--- config.mk ---
export PLATFORM = sky130hd
export DESIGN_NAME = noc_tree_port_arbiter
export DESIGN_NICKNAME = d
export VERILOG_FILES = /design/src/rtl/noc_tree_pkg.sv /design/src/rtl/rr_priority_picker.sv /design/src/rtl/noc_tree_port_arbiter.sv
export SDC_FILE = /design/constraint.sdc
export NUM_CORES = 1
export LEC_CHECK = 0
export CELL_PAD_IN_SITES_DETAIL_PLACEMENT = 1
export CELL_PAD_IN_SITES_GLOBAL_PLACEMENT = 2
export CORE_MARGIN = 2
export CORE_UTILIZATION = 22
export DETAILED_ROUTE_END_ITERATION = 12
export PLACE_DENSITY_LB_ADDON = 0.1
export SKIP_CTS_REPAIR_TIMING = 1
export SLEW_MARGIN = 20
export SYNTH_ARGS = -nofsm -noshare
export SYNTH_HDL_FRONTEND = slang
export SYNTH_SLANG_ARGS = --single-unit
--- constraint.sdc ---
create_clock -name clk -period 2.5 [get_ports clk]
set_input_delay 0.5 -clock clk [delete_from_list [all_inputs] [get_ports clk]]
set_output_delay 0.5 -clock clk [all_outputs]
set_load 0.1 [all_outputs]
--- src/rtl/noc_tree_pkg.sv ---
// Shared types and defaults for the NoC-tree output-port arbiter.
package noc_tree_pkg;

   localparam int DEF_WIDTH_packet = 14;

   typedef logic [DEF_WIDTH_packet-1:0] packet_t;

   typedef enum logic {
      EMPTY = 1'b0,
      FULL  = 1'b1
   } arb_state_t;

endpackage

--- src/rtl/rr_priority_picker.sv ---
// Round-robin picker: first requester strictly after last_grant, wrapping.
// Requests are doubled so the wrap-around search becomes one lowest-bit isolate.
module rr_priority_picker #(
   parameter  int NUM_IN = 4,
   localparam int IDW    = $clog2(NUM_IN)
) (
   input  logic [NUM_IN-1:0] req,
   input  logic [IDW-1:0]    last_grant,
   output logic [NUM_IN-1:0] grant,
   output logic [IDW-1:0]    index,
   output logic              any
);

   logic [2*NUM_IN-1:0] reqDouble_s;
   logic [2*NUM_IN-1:0] maskDouble_s;
   logic [2*NUM_IN-1:0] masked_s;
   logic [2*NUM_IN-1:0] first_s;

   // Window covers positions last_grant+1 .. last_grant+NUM_IN of the doubled vector.
   always_comb begin
      reqDouble_s  = {req, req};
      maskDouble_s = '0;
      for (int j = 0; j < 2 * NUM_IN; j++) begin
         maskDouble_s[j] = (j > int'(last_grant)) && (j <= int'(last_grant) + NUM_IN);
      end
      masked_s = reqDouble_s & maskDouble_s;
      first_s  = masked_s & (-masked_s);
      grant    = first_s[NUM_IN-1:0] | first_s[2*NUM_IN-1:NUM_IN];
      index    = '0;
      for (int j = 0; j < 2 * NUM_IN; j++) begin
         index = index | ({IDW{first_s[j]}} & IDW'(j % NUM_IN));
      end
      any = |req;
   end

endmodule

--- src/rtl/noc_tree_port_arbiter.sv ---
// Round-robin arbiter sharing one router output port among NUM_IN channels,
// with a single registered output stage that refills on the draining cycle.
module noc_tree_port_arbiter
   import noc_tree_pkg::*;
#(
   parameter  int WIDTH_packet = DEF_WIDTH_packet,
   parameter  int NUM_IN       = 4,
   localparam int IDW          = $clog2(NUM_IN)
) (
   input  logic                           clk,
   input  logic                           rst,
   input  logic [NUM_IN-1:0]              in_valid,
   input  logic [NUM_IN*WIDTH_packet-1:0] in_data,
   output logic [NUM_IN-1:0]              in_ready,
   output logic                           out_valid,
   output logic [WIDTH_packet-1:0]        out_data,
   input  logic                           out_ready,
   output logic [IDW-1:0]                 grant_id,
   output logic                           busy
);

   arb_state_t              state_r;
   logic [IDW-1:0]          lastGrant_r;
   logic [WIDTH_packet-1:0] outData_r;
   logic [IDW-1:0]          grantId_r;

   logic [NUM_IN-1:0]       pickOnehot_s;
   logic [IDW-1:0]          pickIdx_s;
   logic                    pickAny_s;
   logic                    loadEn_s;
   logic                    accept_s;
   logic [WIDTH_packet-1:0] selData_s;

   rr_priority_picker #(
      .NUM_IN(NUM_IN)
   ) u_picker (
      .req       (in_valid),
      .last_grant(lastGrant_r),
      .grant     (pickOnehot_s),
      .index     (pickIdx_s),
      .any       (pickAny_s)
   );

   // Handshake decode; reset suppresses acceptance so nothing is lost into a cleared stage.
   always_comb begin
      loadEn_s  = (state_r == EMPTY) | out_ready;
      accept_s  = loadEn_s & pickAny_s & ~rst;
      in_ready  = pickOnehot_s & {NUM_IN{accept_s}};
      selData_s = '0;
      for (int i = 0; i < NUM_IN; i++) begin
         selData_s = selData_s |
                     (in_data[i*WIDTH_packet +: WIDTH_packet] & {WIDTH_packet{pickOnehot_s[i]}});
      end
   end

   // Output-stage FSM with held packet, source id and round-robin pointer.
   always_ff @(posedge clk) begin
      if (rst) begin
         state_r     <= EMPTY;
         outData_r   <= '0;
         grantId_r   <= '0;
         lastGrant_r <= IDW'(NUM_IN - 1);
      end else begin
         if (accept_s) begin
            outData_r   <= selData_s;
            grantId_r   <= pickIdx_s;
            lastGrant_r <= pickIdx_s;
         end else begin
            outData_r   <= outData_r;
            grantId_r   <= grantId_r;
            lastGrant_r <= lastGrant_r;
         end
         case (state_r)
            EMPTY: state_r <= accept_s ? FULL : EMPTY;
            FULL: begin
               if (accept_s) begin
                  state_r <= FULL;
               end else if (out_ready) begin
                  state_r <= EMPTY;
               end else begin
                  state_r <= FULL;
               end
            end
            default: state_r <= EMPTY;
         endcase
      end
   end

   assign out_valid = (state_r == FULL);
   assign out_data  = outData_r;
   assign grant_id  = grantId_r;
   assign busy      = out_valid | (|in_valid);

endmodule

### After elaboration in Yosys (flattened, before gate mapping)

Cells that the tools add are included.

| word-level totals | value |
|---|---|
| register bits after elaboration | 19 |
| logic and storage cells | 46 |
| input bits | 63 |
| output and inout port bits | 22 |

| cells by class | value |
|---|---|
| add/subtract/negate cells | 2 |
| mux-type cells | 4 |
| magnitude comparators | 10 |
| reductions and logical operators | 4 |
| bitwise logic cells | 22 |

Operator list:

| cell | count |
|---|---|
| $le A4 B32 Y1 const A | 4 |
| $le A3 B32 Y1 const A | 2 |
| $and A14 B14 Y14 | 4 |
| $or A14 B14 Y14 | 3 |
| $le A2 B32 Y1 const A | 1 |
| $and A8 B8 Y8 | 2 |
| $neg A8 Y8 | 1 |
| $or A2 B2 Y2 | 3 |
| $add A2 B3 Y4 const B | 1 |
| $and A4 B4 Y4 | 1 |
| $gt A2 B2 Y1 const A | 2 |
| $or A4 B4 Y4 | 1 |
| $reduce_or A4 Y1 | 1 |
| $logic_and A1 B1 Y1 | 3 |
| $mux W1 | 3 |
| $and A1 B1 Y1 | 2 |
| $gt A1 B2 Y1 const A | 1 |
| $not A1 Y1 | 2 |
| $or A1 B1 Y1 | 2 |
| $or A1 B2 Y2 | 1 |
| $or A2 B1 Y2 | 1 |
| $pmux W1 S2 | 1 |

### Longest topological paths before layout

| logic depth | value |
|---|---|
| depth in word-level cells | 11 |
| mapped depth | 7 |
| mapped depth without buffers | 4 |

### Modules after synthesis

From an unflattened synthesis, not the netlist that was laid out.

| unflattened totals | value |
|---|---|
| cells, all modules | 136 |
| area total of the unflattened synthesis | 1271.2 sq um |

Modules (own cells, without submodules):

| module | times used | area an instance (sq um) | sequential area each (sq um) | cells each |
|---|---|---|---|---|
| noc_tree_port_arbiter | 1 | 1113.6 | 380.4 | 109 |
| rr_priority_picker | 1 | 157.7 | 0.0 | 27 |

### Least setup slack after synthesis

No wires, ideal clock.

| timing | value |
|---|---|
| kind | flip-flop to output port |
| start | reg state_r (netlist: out_valid) |
| end | out in_ready[1] |
| cell stages (with the launch flop) | 6 |
| arrival time | 3.528 ns |
| required time | 2.000 ns |
| buffers on the path | 2 |
| setup slack | -1.528 ns |
| cell sequence | dfxtp_1 -> nand2b_1 -> clkbuf_1 -> nand2_8 -> buf_8 -> nor3_1 |

| between the ends | value |
|---|---|
| word-level cells in the longest chain between the ends | 5 |

Ends and longest elaborated chain:

| what | RTL line | text |
|---|---|---|
| start: declaration | noc_tree_port_arbiter.sv:22 | `arb_state_t state_r;` |
| start signal: assignment | noc_tree_port_arbiter.sv:74 | `EMPTY: state_r <= accept_s ? FULL : EMPTY;` |
| $not A1 Y1 | noc_tree_port_arbiter.sv:46 | `loadEn_s = (state_r == EMPTY) \| out_ready;` |
| $or A1 B1 Y1 | noc_tree_port_arbiter.sv:46 |  |
| $and A1 B1 Y1 (2 in a row) | noc_tree_port_arbiter.sv:47 | `accept_s = loadEn_s & pickAny_s & ~rst;` |
| $and A4 B4 Y4 | noc_tree_port_arbiter.sv:48 | `in_ready = pickOnehot_s & {NUM_IN{accept_s}};` |
| end: declaration | noc_tree_port_arbiter.sv:14 | `output logic [NUM_IN-1:0] in_ready,` |

No other way between the ends.

### Final worst setup path

| timing | value |
|---|---|
| start | in in_valid[1] |
| end | out in_ready[1] |

| between the ends | value |
|---|---|
| word-level cells in the longest chain between the ends | 5 |
| elaborated cells on any way between the ends | 8 |
| classes of those cells | add/sub (1); bitwise (6); reduce/logical (1) |

Ends and longest elaborated chain:

| what | RTL line | text |
|---|---|---|
| start: declaration | noc_tree_port_arbiter.sv:12 | `input logic [NUM_IN-1:0] in_valid,` |
| $and A8 B8 Y8 | rr_priority_picker.sv:26 | `masked_s = reqDouble_s & maskDouble_s;` |
| $neg A8 Y8 | rr_priority_picker.sv:27 | `first_s = masked_s & (-masked_s);` |
| $and A8 B8 Y8 | rr_priority_picker.sv:27 |  |
| $or A4 B4 Y4 | rr_priority_picker.sv:28 | `grant = first_s[NUM_IN-1:0] \| first_s[2*NUM_IN-1:NUM_IN];` |
| $and A4 B4 Y4 * | noc_tree_port_arbiter.sv:48 |  |

Every way passes the cells marked *; elsewhere a longest branch is shown, timed or not.

==> run summary <==
Peak VDD IR = 0.186 mV
sequential element share of the synthesized area = 0.242
Period Utilization, post-route = 0.980
Final Critical Period = 2.45 ns
final wirelength = 6650 microns
Placed Cells = 340
commonest non-fill, non-tap cell in the layout = clkdlybuf4s50_1
DR vias/cell = 5.04
WP data required = 2.00 ns
clock transition at the registers of the reported paths = 0.08 ns
worst path cell trace = clkdlybuf4s50_1 -> buf_4 -> or4_4 -> nand2_8 -> nor3_4 -> buf_12
H-tree depth = 1
clk buf depth = 2
Core Rows = 30
share of cells above drive strength 1 = 0.323
1st-pass router iterations = 4
status = complete, no violations
most frequent cells in the layout = clkdlybuf4s50_1 (60), buf_4 (32), dfxtp_1 (19)
Fin Clk Skew = 0.00762 ns
CP max FO = 10
die area = 0.00783 sq mm
Top delay family on crit path = buffers and inverters
Port Buf Inserts = 84
largest net degree at the start of global routing = 25
First DRT Iteration DRCs = 55
fin nets = 312
fmax = 0.408 GHz
Syn Inst Count = 167
CTS tree = built
gr usage total = 0.175
antenna violations before repair = 0
CTS Buf Count = 3
number of global-route vias before repair = 1919
sequential cell area = 380 sq um
count of final hold-check violations = 0
die height = 88.5 microns
Max Slew Vio Count = 0
post-DP HPWL = 4810 microns
core area = 0.00687 sq mm
Post-Syn Area = 0.00157 sq mm
CTS Root Cell = clkbuf_8
routed via count = 1734
post-synth cell types = 35
Leak Pwr = 0.000999 uW
Critical Path AT = 1.95 ns
RSZ-0062 raised after global routing = no
GP Congestion = 0.785
synthesized area per cell = 9.40 sq um
clock sinks = 19
num ports = 85
antenna diode count = 0
Slowest cell on crit path = or4_4
footprint of the multi-input gates = 0.00106 sq mm
global route total overflow = 0
insertion delay to the later sink of the worst-skew pair = 0.27 ns
Synthesized Nets = 230
final setup vio count = 0
Max Cap Viol = 0
FILL cells = 802
Initial Util = 0.229
pwr dens = 523 mW/mm^2
Rel. slew slack = 0.721
Warnings, synthesis = 0
CP Launch Type = input port
max incr delay on CP = 0.57 ns
first-pass GRT wire length = 10500 microns
Tightest Pin Transition = 0.418 ns
Die X = 88.5 microns
area delta synth->final = 64.6%
FF-to-FF setup slack = 0.69 ns
Hold WC Path Type = flip-flop to flip-flop
# DRC = 0
crit path kind = input port to primary output
Synth Register Bits = 19
buffers and inverters on the worst path = 3
Post-Layout Cell Count = 344
Pwr Total = 1350 uW
WL/cell = 19.3 microns
ANT nets after route = 0
critical path capture point type = primary output
==> final cells by class <==
class,count,area share
tap,96,0.0465
sequential,19,0.147
multi-input combinational,124,0.412
timing repair buffer,99,0.374
clock inverter,1,0.00194
clock buffer,3,0.0160
inverter,2,0.00290
==> path summary, 6_finish.rpt <==
check / start / end / depth (start not counted)
setup / recovery: in_valid[1] / in_ready[1] / 6
hold / removal: grant_id[1] / grant_id[1] / 2
setup reg to reg: lastGrant_r[1] / out_data[3] / 5
hold reg to reg: grant_id[1] / grant_id[1] / 2
==> layer usage <==
metal	vias up	track usage	wire length, microns
met5	-	0	0
met2	57	0.300	3260
met4	0	0.0372	50
met1	839	0.232	3030
li1	834	-	-
met3	4	0.0271	315
==> synth_stat cells, drive strengths merged <==
cell	number	area share
clkbuf	15	0.038
nand4	14	0.056
a32oi	1	0.010
nor2b	4	0.016
a2bb2oi	14	0.12
and2	1	0.0040
o2bb2ai	1	0.0056
nor3	4	0.020
inv	2	0.0048
o21bai	2	0.0096
o211ai	14	0.067
o211a	3	0.019
nor2	8	0.019
nand2b	2	0.0080
and3	1	0.0040
a21oi	2	0.0064
a32o	1	0.0064
buf	7	0.050
o21a	2	0.0096
nor4	3	0.022
nand2	1	0.013
o2111ai	14	0.11
or4	1	0.0072
nand3	28	0.12
dfxtp	19	0.24
o21ai	3	0.0096
==> worst reg2reg max path: cells and delay by family (launching register included) <==
family / cells / cell delay, ns
AO/OA/AOI/OAI: 4 / 0.83
buffers and inverters: 1 / 0.33
flip-flops: 1 / 0.52
==> flip-flops by register name (all words and copies together), names as in the netlist <==
| register | flops |
|---|---|
| out_valid | 1 |
| out_data | 14 |
| grant_id | 2 |
| lastGrant_r | 2 |
==> where the power goes <==
| part | switching (uW) | leakage [uW] | total (uW) | internal [uW] |
|---|---|---|---|---|
| clock | 124 | 0.0000255 | 235 | 111 |
| sequential | 33.8 | 0.000158 | 376 | 342 |
| combinational | 480 | 0.000816 | 741 | 261 |
==> per-stage QoR <==
| step | TNS, ns | worst slack [ns] | hold WS, ns | util | instance area [sq um] |
|---|---|---|---|---|---|
| after global routing | 0 | 0.0185 | 0.569 | 0.376 | 2580 |
| after CTS | -0.00113 | -0.00113 | 0.513 | 0.375 | 2570 |
| after global placement | 0 | 0.0508 | 0.488 | 0.368 | 2530 |
| final | 0 | 0.0503 | 0.513 | 0.376 | 2580 |
| after detailed placement | 0 | 0.0126 | 0.499 | 0.368 | 2530 |
| after floorplan | -0.279 | -0.251 | 0.516 | - | 1590 |
==> cell families (layout without fill, tap and decap cells) <==
logic type / Yosys count / count (layout) / share of synthesized area
flops: 19 / 19 / 0.242
buf+inv: 24 / 105 / 0.0932
compound gates: 57 / 57 / 0.375
simple gates: 67 / 67 / 0.289
(Power assumes the default switching activity.)
